[src/rtl/sys_ctrl_pkg.sv]
// Shared definitions for the system controller TX path.
// Contents:
//   TX_WIDTH   - default UART byte width
//   tx_state_t - TX scheduler FSM states
//   src_t      - request source identifiers (register file / ALU)
//   rx_cmd_t   - command bytes decoded by the RX controller
//   is_issue() - true for the states that offer a byte to the UART
package sys_ctrl_pkg;

  localparam int TX_WIDTH = 8;

  typedef enum logic [3:0] {
    IDLE,
    RF_ISSUE,
    RF_WAIT_HI,
    RF_WAIT_LO,
    ALU_LSB_ISSUE,
    ALU_LSB_WAIT_HI,
    ALU_LSB_WAIT_LO,
    ALU_MSB_ISSUE,
    ALU_MSB_WAIT_HI,
    ALU_MSB_WAIT_LO
  } tx_state_t;

  typedef enum logic {
    SRC_RF,
    SRC_ALU
  } src_t;

  typedef enum logic [7:0] {
    CMD_AA = 8'hAA,
    CMD_BB = 8'hBB,
    CMD_CC = 8'hCC,
    CMD_DD = 8'hDD
  } rx_cmd_t;

  function automatic logic is_issue(input tx_state_t s);
    return (s == RF_ISSUE) || (s == ALU_LSB_ISSUE) || (s == ALU_MSB_ISSUE);
  endfunction

endpackage

[src/rtl/sys_control_tx_if.sv]
// Bus bundle between the RX controller / UART TX and the TX scheduler.
// Signals:
//   rf_send_in / rf_send_data_in     - register-file byte send pulse + data
//   alu_send_in / alu_send_data_in   - ALU result send pulse + 2*WIDTH data
//   uart_tx_busy_in                  - UART TX is transmitting a frame
//   uart_tx_data_out                 - byte presented to the UART TX
//   uart_tx_data_valid_out           - byte offered (accepted when busy=0)
//   tx_idle_out                      - scheduler idle, nothing pending
//   rf_overrun_out / alu_overrun_out - pending request overwritten pulses
// Modports: slave = the scheduler, master = the driving environment.
interface sys_control_tx_if
  import sys_ctrl_pkg::*;
#(
  parameter int WIDTH = TX_WIDTH
);

  logic                 rf_send_in;
  logic [WIDTH-1:0]     rf_send_data_in;
  logic                 alu_send_in;
  logic [2*WIDTH-1:0]   alu_send_data_in;
  logic                 uart_tx_busy_in;
  logic [WIDTH-1:0]     uart_tx_data_out;
  logic                 uart_tx_data_valid_out;
  logic                 tx_idle_out;
  logic                 rf_overrun_out;
  logic                 alu_overrun_out;

  modport slave (
    input  rf_send_in,
    input  rf_send_data_in,
    input  alu_send_in,
    input  alu_send_data_in,
    input  uart_tx_busy_in,
    output uart_tx_data_out,
    output uart_tx_data_valid_out,
    output tx_idle_out,
    output rf_overrun_out,
    output alu_overrun_out
  );

  modport master (
    output rf_send_in,
    output rf_send_data_in,
    output alu_send_in,
    output alu_send_data_in,
    output uart_tx_busy_in,
    input  uart_tx_data_out,
    input  uart_tx_data_valid_out,
    input  tx_idle_out,
    input  rf_overrun_out,
    input  alu_overrun_out
  );

endinterface

[src/rtl/tx_req_slot.sv]
// One-entry pending request slot.
// Ports:
//   clk, reset - clock and synchronous active-high reset
//   send       - one-cycle request pulse; latches send_data
//   send_data  - request payload (DW bits)
//   grant      - scheduler takes the pending request this cycle
//   pending    - a request is waiting
//   data       - payload of the waiting request
//   overrun    - registered pulse: a waiting, ungranted request was replaced
module tx_req_slot #(
  parameter int DW = 8
) (
  input  logic          clk,
  input  logic          reset,
  input  logic          send,
  input  logic [DW-1:0] send_data,
  input  logic          grant,
  output logic          pending,
  output logic [DW-1:0] data,
  output logic          overrun
);

  logic          pending_reg;
  logic [DW-1:0] data_reg;
  logic          overrun_reg;

  always_ff @(posedge clk) begin
    if (reset) begin
      pending_reg <= 1'b0;
      data_reg    <= '0;
      overrun_reg <= 1'b0;
    end else begin
      // A grant in the same cycle means the old value is being consumed,
      // so the new pulse simply refills the slot without loss.
      overrun_reg <= send && pending_reg && !grant;
      if (send) begin
        pending_reg <= 1'b1;
        data_reg    <= send_data;
      end else if (grant) begin
        pending_reg <= 1'b0;
      end
    end
  end

  assign pending = pending_reg;
  assign data    = data_reg;
  assign overrun = overrun_reg;

endmodule

[src/rtl/sys_control_tx.sv]
// TX-side scheduler for the shared UART transmitter.
// Buffers one register-file byte and one ALU word, arbitrates round-robin
// between them and feeds the UART one byte per frame (ALU word LSB first).
// Ports:
//   clk   - system clock
//   reset - synchronous active-high reset
//   bus   - sys_control_tx_if.slave: request inputs, UART handshake,
//           idle and overrun status
module sys_control_tx
  import sys_ctrl_pkg::*;
#(
  parameter int WIDTH = TX_WIDTH
) (
  input logic              clk,
  input logic              reset,
  sys_control_tx_if.slave  bus
);

  logic                 rf_pending;
  logic [WIDTH-1:0]     rf_data;
  logic                 rf_overrun;
  logic                 alu_pending;
  logic [2*WIDTH-1:0]   alu_data;
  logic                 alu_overrun;
  logic                 rf_grant;
  logic                 alu_grant;

  tx_state_t            state_reg;
  src_t                 last_grant_reg;
  logic [WIDTH-1:0]     tx_hold_reg;
  logic [WIDTH-1:0]     msb_hold_reg;
  logic                 tx_idle_reg;

  tx_req_slot #(.DW(WIDTH)) u_rf_slot (
    .clk       (clk),
    .reset     (reset),
    .send      (bus.rf_send_in),
    .send_data (bus.rf_send_data_in),
    .grant     (rf_grant),
    .pending   (rf_pending),
    .data      (rf_data),
    .overrun   (rf_overrun)
  );

  tx_req_slot #(.DW(2*WIDTH)) u_alu_slot (
    .clk       (clk),
    .reset     (reset),
    .send      (bus.alu_send_in),
    .send_data (bus.alu_send_data_in),
    .grant     (alu_grant),
    .pending   (alu_pending),
    .data      (alu_data),
    .overrun   (alu_overrun)
  );

  // Grants are only issued from IDLE; on a tie the source that was not
  // granted last time wins.
  always_comb begin
    rf_grant  = 1'b0;
    alu_grant = 1'b0;
    if (state_reg == IDLE) begin
      if (rf_pending && alu_pending) begin
        if (last_grant_reg == SRC_ALU) begin
          rf_grant = 1'b1;
        end else begin
          alu_grant = 1'b1;
        end
      end else begin
        rf_grant  = rf_pending;
        alu_grant = alu_pending;
      end
    end
  end

  always_ff @(posedge clk) begin
    if (reset) begin
      state_reg      <= IDLE;
      last_grant_reg <= SRC_ALU;
      tx_hold_reg    <= '0;
      msb_hold_reg   <= '0;
      tx_idle_reg    <= 1'b1;
    end else begin
      tx_idle_reg <= (state_reg == IDLE) && !rf_pending && !alu_pending;

      case (state_reg)
        IDLE: begin
          // last_grant only moves on a tie so that a lone request does not
          // disturb the round-robin order.
          if (rf_pending && alu_pending) begin
            last_grant_reg <= rf_grant ? SRC_RF : SRC_ALU;
          end
          if (rf_grant) begin
            tx_hold_reg <= rf_data;
            state_reg   <= RF_ISSUE;
          end else if (alu_grant) begin
            tx_hold_reg  <= alu_data[WIDTH-1:0];
            msb_hold_reg <= alu_data[2*WIDTH-1:WIDTH];
            state_reg    <= ALU_LSB_ISSUE;
          end
        end

        RF_ISSUE: begin
          if (!bus.uart_tx_busy_in) state_reg <= RF_WAIT_HI;
        end
        RF_WAIT_HI: begin
          if (bus.uart_tx_busy_in) state_reg <= RF_WAIT_LO;
        end
        RF_WAIT_LO: begin
          if (!bus.uart_tx_busy_in) state_reg <= IDLE;
        end

        ALU_LSB_ISSUE: begin
          if (!bus.uart_tx_busy_in) state_reg <= ALU_LSB_WAIT_HI;
        end
        ALU_LSB_WAIT_HI: begin
          if (bus.uart_tx_busy_in) state_reg <= ALU_LSB_WAIT_LO;
        end
        ALU_LSB_WAIT_LO: begin
          if (!bus.uart_tx_busy_in) begin
            tx_hold_reg <= msb_hold_reg;
            state_reg   <= ALU_MSB_ISSUE;
          end
        end

        ALU_MSB_ISSUE: begin
          if (!bus.uart_tx_busy_in) state_reg <= ALU_MSB_WAIT_HI;
        end
        ALU_MSB_WAIT_HI: begin
          if (bus.uart_tx_busy_in) state_reg <= ALU_MSB_WAIT_LO;
        end
        ALU_MSB_WAIT_LO: begin
          if (!bus.uart_tx_busy_in) state_reg <= IDLE;
        end

        default: state_reg <= IDLE;
      endcase
    end
  end

  // The offer follows busy combinationally so a byte is presented in the
  // very cycle the UART becomes free.
  assign bus.uart_tx_data_valid_out = is_issue(state_reg) && !bus.uart_tx_busy_in;
  assign bus.uart_tx_data_out       = tx_hold_reg;
  assign bus.tx_idle_out            = tx_idle_reg;
  assign bus.rf_overrun_out         = rf_overrun;
  assign bus.alu_overrun_out        = alu_overrun;

endmodule
[src/flat_wrapper.sv]
// flat-port wrapper written by rule: the top's interface ports become plain ports
module sys_control_tx_flat import sys_ctrl_pkg::*;
#(
  parameter int WIDTH = TX_WIDTH
)
  (clk, reset, bus_rf_send_in, bus_rf_send_data_in, bus_alu_send_in, bus_alu_send_data_in, bus_uart_tx_busy_in, bus_uart_tx_data_out, bus_uart_tx_data_valid_out, bus_tx_idle_out, bus_rf_overrun_out, bus_alu_overrun_out);
  sys_control_tx_if #(.WIDTH(WIDTH)) bus_i ();
  input logic clk;
  input logic reset;
  input wire logic [$bits(bus_i.rf_send_in)-1:0] bus_rf_send_in;
  input wire logic [$bits(bus_i.rf_send_data_in)-1:0] bus_rf_send_data_in;
  input wire logic [$bits(bus_i.alu_send_in)-1:0] bus_alu_send_in;
  input wire logic [$bits(bus_i.alu_send_data_in)-1:0] bus_alu_send_data_in;
  input wire logic [$bits(bus_i.uart_tx_busy_in)-1:0] bus_uart_tx_busy_in;
  output wire logic [$bits(bus_i.uart_tx_data_out)-1:0] bus_uart_tx_data_out;
  output wire logic [$bits(bus_i.uart_tx_data_valid_out)-1:0] bus_uart_tx_data_valid_out;
  output wire logic [$bits(bus_i.tx_idle_out)-1:0] bus_tx_idle_out;
  output wire logic [$bits(bus_i.rf_overrun_out)-1:0] bus_rf_overrun_out;
  output wire logic [$bits(bus_i.alu_overrun_out)-1:0] bus_alu_overrun_out;
  assign bus_i.rf_send_in = bus_rf_send_in;
  assign bus_i.rf_send_data_in = bus_rf_send_data_in;
  assign bus_i.alu_send_in = bus_alu_send_in;
  assign bus_i.alu_send_data_in = bus_alu_send_data_in;
  assign bus_i.uart_tx_busy_in = bus_uart_tx_busy_in;
  assign bus_uart_tx_data_out = bus_i.uart_tx_data_out;
  assign bus_uart_tx_data_valid_out = bus_i.uart_tx_data_valid_out;
  assign bus_tx_idle_out = bus_i.tx_idle_out;
  assign bus_rf_overrun_out = bus_i.rf_overrun_out;
  assign bus_alu_overrun_out = bus_i.alu_overrun_out;
  sys_control_tx #(.WIDTH(WIDTH)) u_core (.clk(clk), .reset(reset), .bus(bus_i));
endmodule
[config.mk]
export PLATFORM = sky130hd
export DESIGN_NAME = sys_control_tx_flat
export DESIGN_NICKNAME = d
export VERILOG_FILES = /design/src/rtl/sys_ctrl_pkg.sv /design/src/rtl/sys_control_tx_if.sv /design/src/rtl/tx_req_slot.sv /design/src/rtl/sys_control_tx.sv /design/src/flat_wrapper.sv
export SDC_FILE = /design/constraint.sdc
export NUM_CORES = 1
export LEC_CHECK = 0
export ABC_AREA = 1
export CAP_MARGIN = 20
export CORE_MARGIN = 10
export CORE_UTILIZATION = 52
export CTS_BUF_LIST = sky130_fd_sc_hd__clkbuf_2 sky130_fd_sc_hd__clkbuf_4 sky130_fd_sc_hd__clkbuf_8
export DETAILED_ROUTE_END_ITERATION = 10
export PLACE_DENSITY_LB_ADDON = 0.08
export SYNTH_ARGS = -nofsm -noshare
export SYNTH_HDL_FRONTEND = slang
export SYNTH_SLANG_ARGS = --single-unit
[constraint.sdc]
create_clock -name clk -period 1.6 [get_ports clk]
set_input_delay 0.32 -clock clk [delete_from_list [all_inputs] [get_ports clk]]
set_output_delay 0.32 -clock clk [all_outputs]
set_load 0.01 [all_outputs]
==> results.yml <==
placed_design:
  dp_slack_ns: -0.155
  gp_routability_congestion: 0.832
  placed_area_sq_um: 2750
  port_buffers: 40
  dpl.hpwl_microns: 3700
  placed_cells: 401
worst_hold_path:
  min_path_cells: 2
  min_from: "u_core.u_alu_slot.data[4]"
  min_path_type: "reg2reg"
  holdPathEnd: "u_core.u_alu_slot.data[4]"
sta:
  setup_viol: 0
  fmax_mhz: 648
  relSlewSlack_pct: 80.3
  finalHoldViolations: 0
  drv_slew: 0
  fin_setup_tns_ns: 0
  layout_setup_ws_ns: 0.0566
  period_share_pct: 96.5
  finClkSkew_ns: 0.00802
  worstMarginPinSlew_ns: 0.296
  fin_crit_ns: 1.54
  rsz0062_at_grt: "yes"
  hold_slack_ns: 0.457
final_layout:
  largest_reg_flops: 16
  layout.nets: 387
  final_cell_mix: "nor2_1 (55), dfxtp_1 (47), clkdlybuf4s50_1 (39)"
  num_antenna_cells: 0
  fin_area_sq_um: 2870
  stdcell_count: 408
  final_layout_size_suffix_gt1_share_pct: 15.9
  area_growth_pct: 31.7
  final_common_cell: "nor2_1"
critical_path:
  required_ns: 1.28
  r2r_start: "u_core.state_reg[1]"
  reg2reg_slack_ns: 0.07
  worstReg2RegEnd: "u_core.state_reg[0]"
  cp-start-kind: "flip-flop"
  crit_type: "reg2out"
  crit_top_cell: "nand2_1"
  cp-end-kind: "output pin"
  critPathArrivalTime_ns: 1.22
  crit_fanout: 5
  cpPeakStageDelay_ns: 0.38
  critPathSlowestCell: "dfxtp_4"
  critical_path.cell_chain: "inv_4 > nand2_1 > nand2_1 > nand2_1 > a21oi_2 > buf_2"
  r2r_cells: 9
global_route:
  grt_pass1_wl_microns: 8310
  grt_pass1_vias: 1855
  grt_max_degree: 27
  overflow: 0
  antenna_found_initial: 0
  grt.total_usage_pct: 13.6
die:
  core_sq_um: 4030
  die_h_microns: 84.7
  std_cell_rows: 23
  die_x_microns: 84.7
  initial_core_util_pct: 54.0
  ioPinCount: 41
  fp.dieArea_sq_um: 7170
power:
  powerDensity_nw_per_um2: 1460
  leakagePower_nw: 1.30
  ir_drop_v: 0.000832
clock_network:
  clock_path_buffers: 2
  clk-insertion-delay-late_ns: 0.30
  cts_tree: "built"
  cts_setup_buffers: 0
  htree_levels: 2
  cts_buffers: 5
  cts.sinks: 50
  root_buffer: "clkbuf_8"
  hold_buffers: 0
  clk_pin_slew_ns: 0.09
route:
  firstDrtPassIters: 4
  drcViolationCount: 0
  via_per_inst: 5.02
  ant_nets: 0
  wl_met1_microns: 2330
  wl_met2_microns: 2360
  highest-signal-layer: "met4"
  drt_iter0_markers: 117
  wl_per_cell_microns: 12.5
  vias: 2048
  met3_length_microns: 355
  routed_wl_microns: 5100
synthesis:
  syn_inst: 300
  seq_area_frac_synth_pct: 46.0
  syn-num-nets: 329
  avgSynthCellArea_sq_um: 7.26
  synth_seq_cells: 50
  synth-warning-count: 0
  ys_types: 23
  netlist_area_sq_um: 2180
job:
  cap_violations: 0
outcome:
  status: "finished clean"
==> cells in the mapped netlist <==
cell      instances  area (sq um)
a21oi_1          33           165
a21oi_2           2          17.5
a21oi_4           1          16.3
buf_4             1          7.51
buf_6             2          22.5
clkbuf_1          6          22.5
clkinv_1          1          3.75
dfxtp_1          50          1000
inv_1            34           128
inv_2             3          11.3
nand2_1          36           135
nand2_2           4          25.0
nand2_4           2          22.5
nand3_1           5          25.0
nand3_2           3          30.0
nand3_4           1          17.5
nand4_1           2          12.5
nor2_1           57           214
nor2_2            2          12.5
nor2_4            2          22.5
nor3_1            4          20.0
o21ai_0          36           180
o21ai_1          13          65.1
==> per-stage QoR <==
stage	power (mW)	utilization, %
2_1_floorplan	2.77	-
3_3_place_gp	3.36	68.3
3_5_place_dp	3.40	68.3
4_1_cts	4.12	70.4
5_1_grt	4.51	71.1
6_report	4.19	71.1
==> per-layer routing <==
metal / up-vias / GRT usage (%)
li1: 1082 / -
met1: 891 / 17.3
met2: 69 / 21.1
met3: 6 / 4.44
met4: 0 / 4.64
met5: - / 0
==> what timing repair did <==
item	in CTS	in global routing
resized for setup	8	11
endpoints found under the setup margin	2	11
pin swaps	0	2
endpoints found under the hold margin	0	0
==> worst max-delay path, delay by kind of cell (launching register included) <==
family | cells | cell delay, ns
AO/OA/AOI/OAI | 1 | 0.12
buffers and inverters | 2 | 0.21
AND/OR/NAND/NOR | 3 | 0.22
flip-flops | 1 | 0.38
==> kinds of logic after synthesis <==
group                  after synthesis  synth area share (%)
buffers and inverters               47                  8.97
and+or+nand+nor                    118                  24.7
AOI/OAI and AO/OA                   85                  20.4
DFF                                 50                  46.0
==> worst max-delay path by stage <==
stage / to / startpoint
floorplan: u_core.bus.uart_tx_data_out[6] / u_core.state_reg[2]
global placement: bus_uart_tx_data_valid_out / bus_uart_tx_busy_in
detailed placement: bus_uart_tx_data_valid_out / bus_uart_tx_busy_in
CTS: u_core.bus.uart_tx_data_out[0] / u_core.state_reg[0]
global route: u_core.state_reg[0] / u_core.state_reg[3]
finish: bus_uart_tx_data_valid_out / u_core.state_reg[1]
==> layout make-up <==
type	count	area, sq um
Inverter	38	145
Fill cell	354	1160
Tap cell	50	62.6
Timing Repair Buffer	60	558
Clock buffer	7	83.8
Sequential cell	50	1010
Multi-Input combinational cell	203	1010
==> power by group <==
| group | switching [mW] | leakage [nW] | internal (mW) |
|---|---|---|---|
| Sequential | 0.136 | 0.415 | 1.46 |
| Clock | 0.381 | 0.0452 | 0.336 |
| Combinational | 1.06 | 0.841 | 0.828 |
No activity file was read; power rests on OpenSTA's default activity.
